**src/rtl/outfifo_sc.sv**
```systemverilog
// outfifo_sc: single-clock output FIFO with a DAQ-MSB/track-valid write filter and an occupancy threshold flag.
// Optional saturating drop counter, built only when OUTFIFO_DROP_CNT_EN is defined.
module outfifo_sc #(
    parameter int DW          = 50,
    parameter int AW          = 6,
    parameter int DAQ_MSB_BIT = 27,
    parameter int VALID_BIT   = 39,
    parameter int NOSPACE_THR = 2**(AW-1)
) (
    input  logic          clk,
    input  logic          rstn,
    input  logic [DW-1:0] din,
    input  logic          wren,
    input  logic          rden,
    input  logic          trig_info_en,
    output logic [DW-1:0] dout,
    output logic          empty,
    output logic          full,
    output logic [AW:0]   count,
    output logic          no_space_for_daq,
    output logic          overflow,
    output logic [15:0]   drop_cnt
);

    localparam int          DEPTH     = 2**AW;
    localparam logic [AW:0] C_DEPTH   = (AW+1)'(DEPTH);
    localparam logic [AW:0] C_THR     = (AW+1)'(NOSPACE_THR);
    localparam logic [AW:0] C_CNT_ONE = (AW+1)'(1);
    localparam logic [AW-1:0] C_PTR_ONE = AW'(1);

    logic [DW-1:0] r_mem [DEPTH];
    logic [AW-1:0] r_wr_ptr;
    logic [AW-1:0] r_rd_ptr;
    logic [AW:0]   r_count;
    logic          r_empty;
    logic          r_full;
    logic          r_nospace;
    logic          r_overflow;
    logic [DW-1:0] r_dout;

    logic          w_accept;
    logic          w_wr;
    logic          w_rd;
    logic          w_ovf_evt;
    logic [AW:0]   w_count_nxt;

    // Words with DAQ-MSB set carry track info; they pass only when valid and enabled.
    assign w_accept  = wren && (!din[DAQ_MSB_BIT] || (din[VALID_BIT] && trig_info_en));
    assign w_rd      = rden && !r_empty;
    assign w_wr      = w_accept && (!r_full || rden);
    assign w_ovf_evt = w_accept && r_full && !rden;

    always_comb begin
        w_count_nxt = r_count;
        if (w_wr && !w_rd) begin
            w_count_nxt = r_count + C_CNT_ONE;
        end else if (w_rd && !w_wr) begin
            w_count_nxt = r_count - C_CNT_ONE;
        end
    end

    // Storage has no reset; after reset the pointers make old contents unreachable.
    always_ff @(posedge clk) begin
        if (w_wr) begin
            r_mem[r_wr_ptr] <= din;
        end
    end

    always_ff @(posedge clk or negedge rstn) begin
        if (!rstn) begin
            r_wr_ptr   <= '0;
            r_rd_ptr   <= '0;
            r_count    <= '0;
            r_empty    <= 1'b1;
            r_full     <= 1'b0;
            r_nospace  <= 1'b0;
            r_overflow <= 1'b0;
            r_dout     <= '0;
        end else begin
            if (w_wr) begin
                r_wr_ptr <= r_wr_ptr + C_PTR_ONE;
            end
            if (w_rd) begin
                r_rd_ptr <= r_rd_ptr + C_PTR_ONE;
                r_dout   <= r_mem[r_rd_ptr];
            end
            if (w_ovf_evt) begin
                r_overflow <= 1'b1;
            end
            r_count   <= w_count_nxt;
            r_empty   <= (w_count_nxt == '0);
            r_full    <= (w_count_nxt == C_DEPTH);
            r_nospace <= (w_count_nxt >= C_THR);
        end
    end

`ifdef OUTFIFO_DROP_CNT_EN
    logic [15:0] r_drop_cnt;

    always_ff @(posedge clk or negedge rstn) begin
        if (!rstn) begin
            r_drop_cnt <= '0;
        end else if (w_ovf_evt && (r_drop_cnt != 16'hFFFF)) begin
            r_drop_cnt <= r_drop_cnt + 16'd1;
        end
    end

    assign drop_cnt = r_drop_cnt;
`else
    assign drop_cnt = 16'h0000;
`endif

    assign dout             = r_dout;
    assign empty            = r_empty;
    assign full             = r_full;
    assign count            = r_count;
    assign no_space_for_daq = r_nospace;
    assign overflow         = r_overflow;

endmodule
```
**config.mk**
```make
export PLATFORM = sky130hd
export DESIGN_NAME = outfifo_sc
export DESIGN_NICKNAME = d
export VERILOG_FILES = /design/src/rtl/outfifo_sc.sv
export SDC_FILE = /design/constraint.sdc
export NUM_CORES = 2
export LEC_CHECK = 0
export BUFFER_PORTS_ARGS = -buffer_cell sky130_fd_sc_hd__buf_4
export CORE_UTILIZATION = 35
export DETAILED_ROUTE_END_ITERATION = 10
export HOLD_SLACK_MARGIN = 0.03
export SYNTH_ARGS = -nofsm -noshare
export SYNTH_HDL_FRONTEND = slang
export SYNTH_SLANG_ARGS = --single-unit
export TNS_END_PERCENT = 5
```
**constraint.sdc**
```tcl
create_clock -name clk -period 6.77 [get_ports clk]
set_input_delay 1.354 -clock clk [delete_from_list [all_inputs] [get_ports clk]]
set_output_delay 1.354 -clock clk [all_outputs]
set_load 0.005 [all_outputs]
```
[Word level (Yosys, flattened, before mapping)]
Memory sizes are Yosys's and may differ from the RTL's. A register that Yosys moved wholly into a read port is not among the register bits.
Index checks and enable logic that the tools add are counted.
Word-level totals
  register bits after elaboration: 23
  output and inout bits: 77
  bits of input ports: 55
  memories kept: 1
  word-level logic and storage cells: 36
  bits in writable memories: 3200
Memories
  r_mem: depth 64, width 50, read ports 1, clocked after memory_dff 1, wr ports 1, line 31  | logic [DW-1:0] r_mem [DEPTH];
Operators by class
  order comparisons: 1
  reductions and logical operators: 18
  multiplexer cells: 4
  $add $sub $neg: 4
  equal/unequal tests: 1
Operator list (number)
  2-to-1 mux 7 bit: 2
  adder 6 x 1 -> 6 bit, second input constant: 2
  logical AND 1 bit: 8
  adder 7 x 1 -> 7 bit, second input constant: 1
  equality test 7 bit, second input constant: 1
  greater-or-equal comparator 7 x 6 -> 1 bit, second input constant: 1
  zero test 1 bit: 7
  zero test 7 bit: 1
  subtractor 7 x 1 -> 7 bit, second input constant: 1
  logical OR 1 bit: 2
  2-to-1 mux 1 bit: 2

[Longest topological paths before layout]
  word-level depth: 9
  depth in mapped cells: 13

[Least setup slack after synthesis]
No wires, ideal clock.
  kind: input port to flip-flop
  start: input din[27]
  end: memory r_mem[59][0], enable pin
  cell stages on the path: 6
  setup slack: 1.786 ns
  path buffers: 1
  arrival: 4.526 ns
  path through: a21boi_1 > or3_1 > clkbuf_1 > nor2_1 > nand3_1 > nor2_1
On the way
  cells in the longest elaborated chain, start to end: 6
Ends and longest elaborated chain
  start, declared: line 12  | input logic [DW-1:0] din,
  zero test 1 bit: line 48  | assign w_accept = wren && (!din[DAQ_MSB_BIT] || (din[VALID_BIT] && trig_info_en));
  logical OR 1 bit: line 48
  logical AND 1 bit: line 48
  logical AND 1 bit: line 50  | assign w_wr = w_accept && (!r_full || rden);
  2-to-1 mux 1 bit: line 64  | if (w_wr) begin
  2-to-1 mux 1 bit (implied by the code): line 65  | r_mem[r_wr_ptr] <= din;
  end, declared: line 31
No other way between the ends.

==> run_results.csv <==
group,metric,value,unit
worst_setup_path,cp_max_fo,64,
synthesis,synth_cells,5552,
synthesis,synth_seq_cells,3273,
drt,wl_per_cell,31.7,um
worst_setup_path,timing.critical_path.to,"dout[3]",
placed_design,dp.cells,10300,
floorplanning,die_area,360000,um2
clock_network,clock_latency,0.90,ns
worst_setup_path,worstPathCellList,"buf_12 -> buf_4 -> mux4_2 -> a22oi_1 -> nand3_1 -> a22oi_1 -> nand2_1",
worst_setup_path,startpoint_type,"flip-flop",
synthesis,syn_area,125000,um2
timing,slew_headroom,0.118,
power_and_ir_drop,power.leakage,44.9,nW
worst_setup_path,crit_top_cell,"a22oi_1",
drt,wirelength,346000,um
finish,stdcell_count,10900,
finish,drive_gt1_frac,0.262,
synthesis,synth-edff-count,3200,
power_and_ir_drop,power_density,402,nW/um2
timing,period_needed,4.25,ns
drt,vias,60500,
worst_setup_path,r2r_end,"dout[3]",
worst_setup_path,critPathArrivalTime,4.98,ns
drt,ant_nets,0,
worst_setup_path,required,7.50,ns
floorplanning,die_h,600,um
finish,nets,5949,
clock_network,cts_htree_levels,5,
synthesis,synth-main-ff-cell,"edfxtp_1",
placed_design,dpl.hpwl,202000,um
timing,layout_setup_ws,2.52,ns
run_status,violations,"design-rule violations",
clock_network,cts_max_path_buffers,4,
worst_setup_path,regToRegStartpoint,"r_rd_ptr[0]",
clock_network,root_buffer,"clkbuf_16",
worst_setup_path,r2r_setup_slack,2.52,ns
timing,fmax,235,MHz
floorplanning,chipWidth,600,um
finish,syn2layout_area_growth,14.8,%
synthesis,synthDistinctLibCells,59,
power_and_ir_drop,finalPower,57.8,mW
synthesis,synth_area_per_cell,22.5,um2
timing,holdWs,0.409,ns
timing,hold_viol_final,0,
grt,grt_max_degree,115,
synthesis,synth_seq_area_share,0.783,
synthesis,yosys_warnings,0,
floorplanning,start_util,0.351,
power_and_ir_drop,peakVddDrop,0.320,mV
clock_network,cts-resized-gates,0,
clock_network,path_clk_slew,0.06,ns
clock_network,cts_hold_buf,0,
run_status,status,"finished with violations",
timing,slew_violations,0,
grt,grt_pass1_vias,60600,
grt,grt.total_usage,0.190,
worst_setup_path,r2r_cells,7,
placed_design,portBuffers,115,
job,cap_violations,0,
min_path,hold_class,"input port to async pin",
timing,rsz0062_at_grt,"false",
synthesis,yosysTopAreaCell,"edfxtp_1",
floorplanning,io_pins,132,
floorplanning,num_rows,219,
clock_network,clkSinkCount,3273,
placed_design,gp_congestion,0.813,
grt,overflow,0,
synthesis,synth_area_leaders,"edfxtp_1 (77%), mux4_2 (13%), mux2i_1 (2.9%), dfrtp_1 (1.4%), a21oi_1 (0.49%)",
timing,final.setup.tns,0,ns
drt,drt_pre_antenna_iters,9,
grt,antenna_found_initial,20,
worst_setup_path,crit_path_end_kind,"flip-flop",
drt,route.detailed.drc,52,
clock_network,cts_setup_buffers,0,
timing,worst_pin_slew,1.32,ns
drt,vias_per_cell,5.54,
clock_network,cts_tree,"yes",
worst_setup_path,slowest_delay,0.91,ns
timing,setup_viol,0,
worst_setup_path,crit_type,"flip-flop to flip-flop",
timing,fin_skew,0.0779,ns
timing,min_period_over_period,0.627,
worst_setup_path,cp_slowest_cell,"dfrtp_4",
clock_network,cts_buffers,339,
placed_design,place_ws,2.06,ns
synthesis,async_reset_ff_frac,0.0223,
worst_setup_path,crit_path_start,"r_rd_ptr[0]",
grt,grt_pass1_wl,483000,um
drt,first_iter_violations,6862,
floorplanning,coreArea,356000,um2
synthesis,yosys.area.top_type_share,0.769,
## kinds of logic after synthesis
| group | count (synthesis) | synth area share |
|---|---|---|
| AO/OA/AOI/OAI | 497 | 0.0270 |
| XOR/XNOR | 15 | 0.00105 |
| adder cells (fa/ha/maj) | 4 | 0.000400 |
| buffers and inverters | 339 | 0.0156 |
| flip-flops | 3273 | 0.783 |
| multiplexers | 1093 | 0.161 |
| other | 1 | 0.0000300 |
| AND/OR/NAND/NOR | 330 | 0.0119 |
## cells in the mapped netlist, types with 4 or more instances
cell and number:
ha_1 4, a32o_1 4, o21ai_0 63, buf_2 78
nand2_1 107, nand4_1 4, nand2b_1 10, edfxtp_1 3200
clkbuf_1 118, nor2b_1 17, nand3b_1 7, o221ai_1 69
a211oi_1 27, buf_1 30, dfrtp_1 72, mux2_2 4
nor2_1 101, mux4_2 729, xnor2_1 12, a22oi_1 72
mux2i_1 360, a211o_1 4, o2bb2ai_1 5, nor3_1 8
o211ai_1 12, a21oi_1 122, a221o_1 9, o21ai_1 5
buf_6 39, nand3_1 56, a31oi_1 6, a2111oi_0 17
a221oi_1 9, inv_1 7, buf_4 63, a32oi_1 13
o22ai_1 50, and2_1 4
## final cells by class
cell class,instances,area (um2)
fillers,31100,212000
flip-flops and latches,3273,97900
multi-input cells,1955,25800
clock buffers,435,9140
well taps,4751,5940
repair buffers,314,2810
clock inverters,180,1870
inverters,7,26.3
diodes,9,22.5
## worst min path at each step
stage / end / cells past startpoint
2_1_floorplan: overflow / 1
3_3_place_gp: overflow / 1
3_5_place_dp: overflow / 1
4_1_cts: count[6] / 1
5_1_grt: count[6] / 1
6_report: count[6] / 1
## state kept, by name, indices dropped and copies added (netlist names)
register	flops
count	7
full	1
r_wr_ptr	6
r_mem	3200
dout	50
empty	1
no_space_for_daq	1
r_rd_ptr	6
overflow	1
## routing by layer
layer,vias up,wire length (um),global-route usage
li1,24300,-,-
met1,33000,137000,0.253
met2,2708,172000,0.319
met3,502,23800,0.0285
met4,8,12400,0.0633
met5,-,52,0
## placed cells by master (no fill, tap or decap), drive strengths merged, types with 69 or more instances in the layout
master,count
edfxtp,3200
mux4,729
clkbuf,435
mux2i,360
buf,314
clkinv,126
a21oi,122
nand2,107
nor2,101
a22oi,72
dfrtp,72
o221ai,69
## through the flow
step | instance area (um2) | utilization
global route | 144000 | 0.403
floorplan | 125000 | -
CTS | 143000 | 0.403
finish | 144000 | 0.404
detailed placement | 132000 | 0.373
global placement | 132000 | 0.373
## report_power, final
group | leakage, nW | internal [mW] | switching [mW]
sequential | 29.7 | 22.9 | 0.766
clock | 5.36 | 10.8 | 7.71
combinational | 9.89 | 6.26 | 9.32
total | 44.9 | 40.0 | 17.8
## worst max-delay path: cells and delay by family, from the launching register on
| family | cells | cell delay [ns] |
|---|---|---|
| buf+inv | 2 | 1.05 |
| mux | 1 | 0.55 |
| flops | 1 | 0.91 |
| compound gates | 2 | 0.91 |
| simple gates | 2 | 0.54 |
Note: power is estimated with default switching activity, not from simulation.
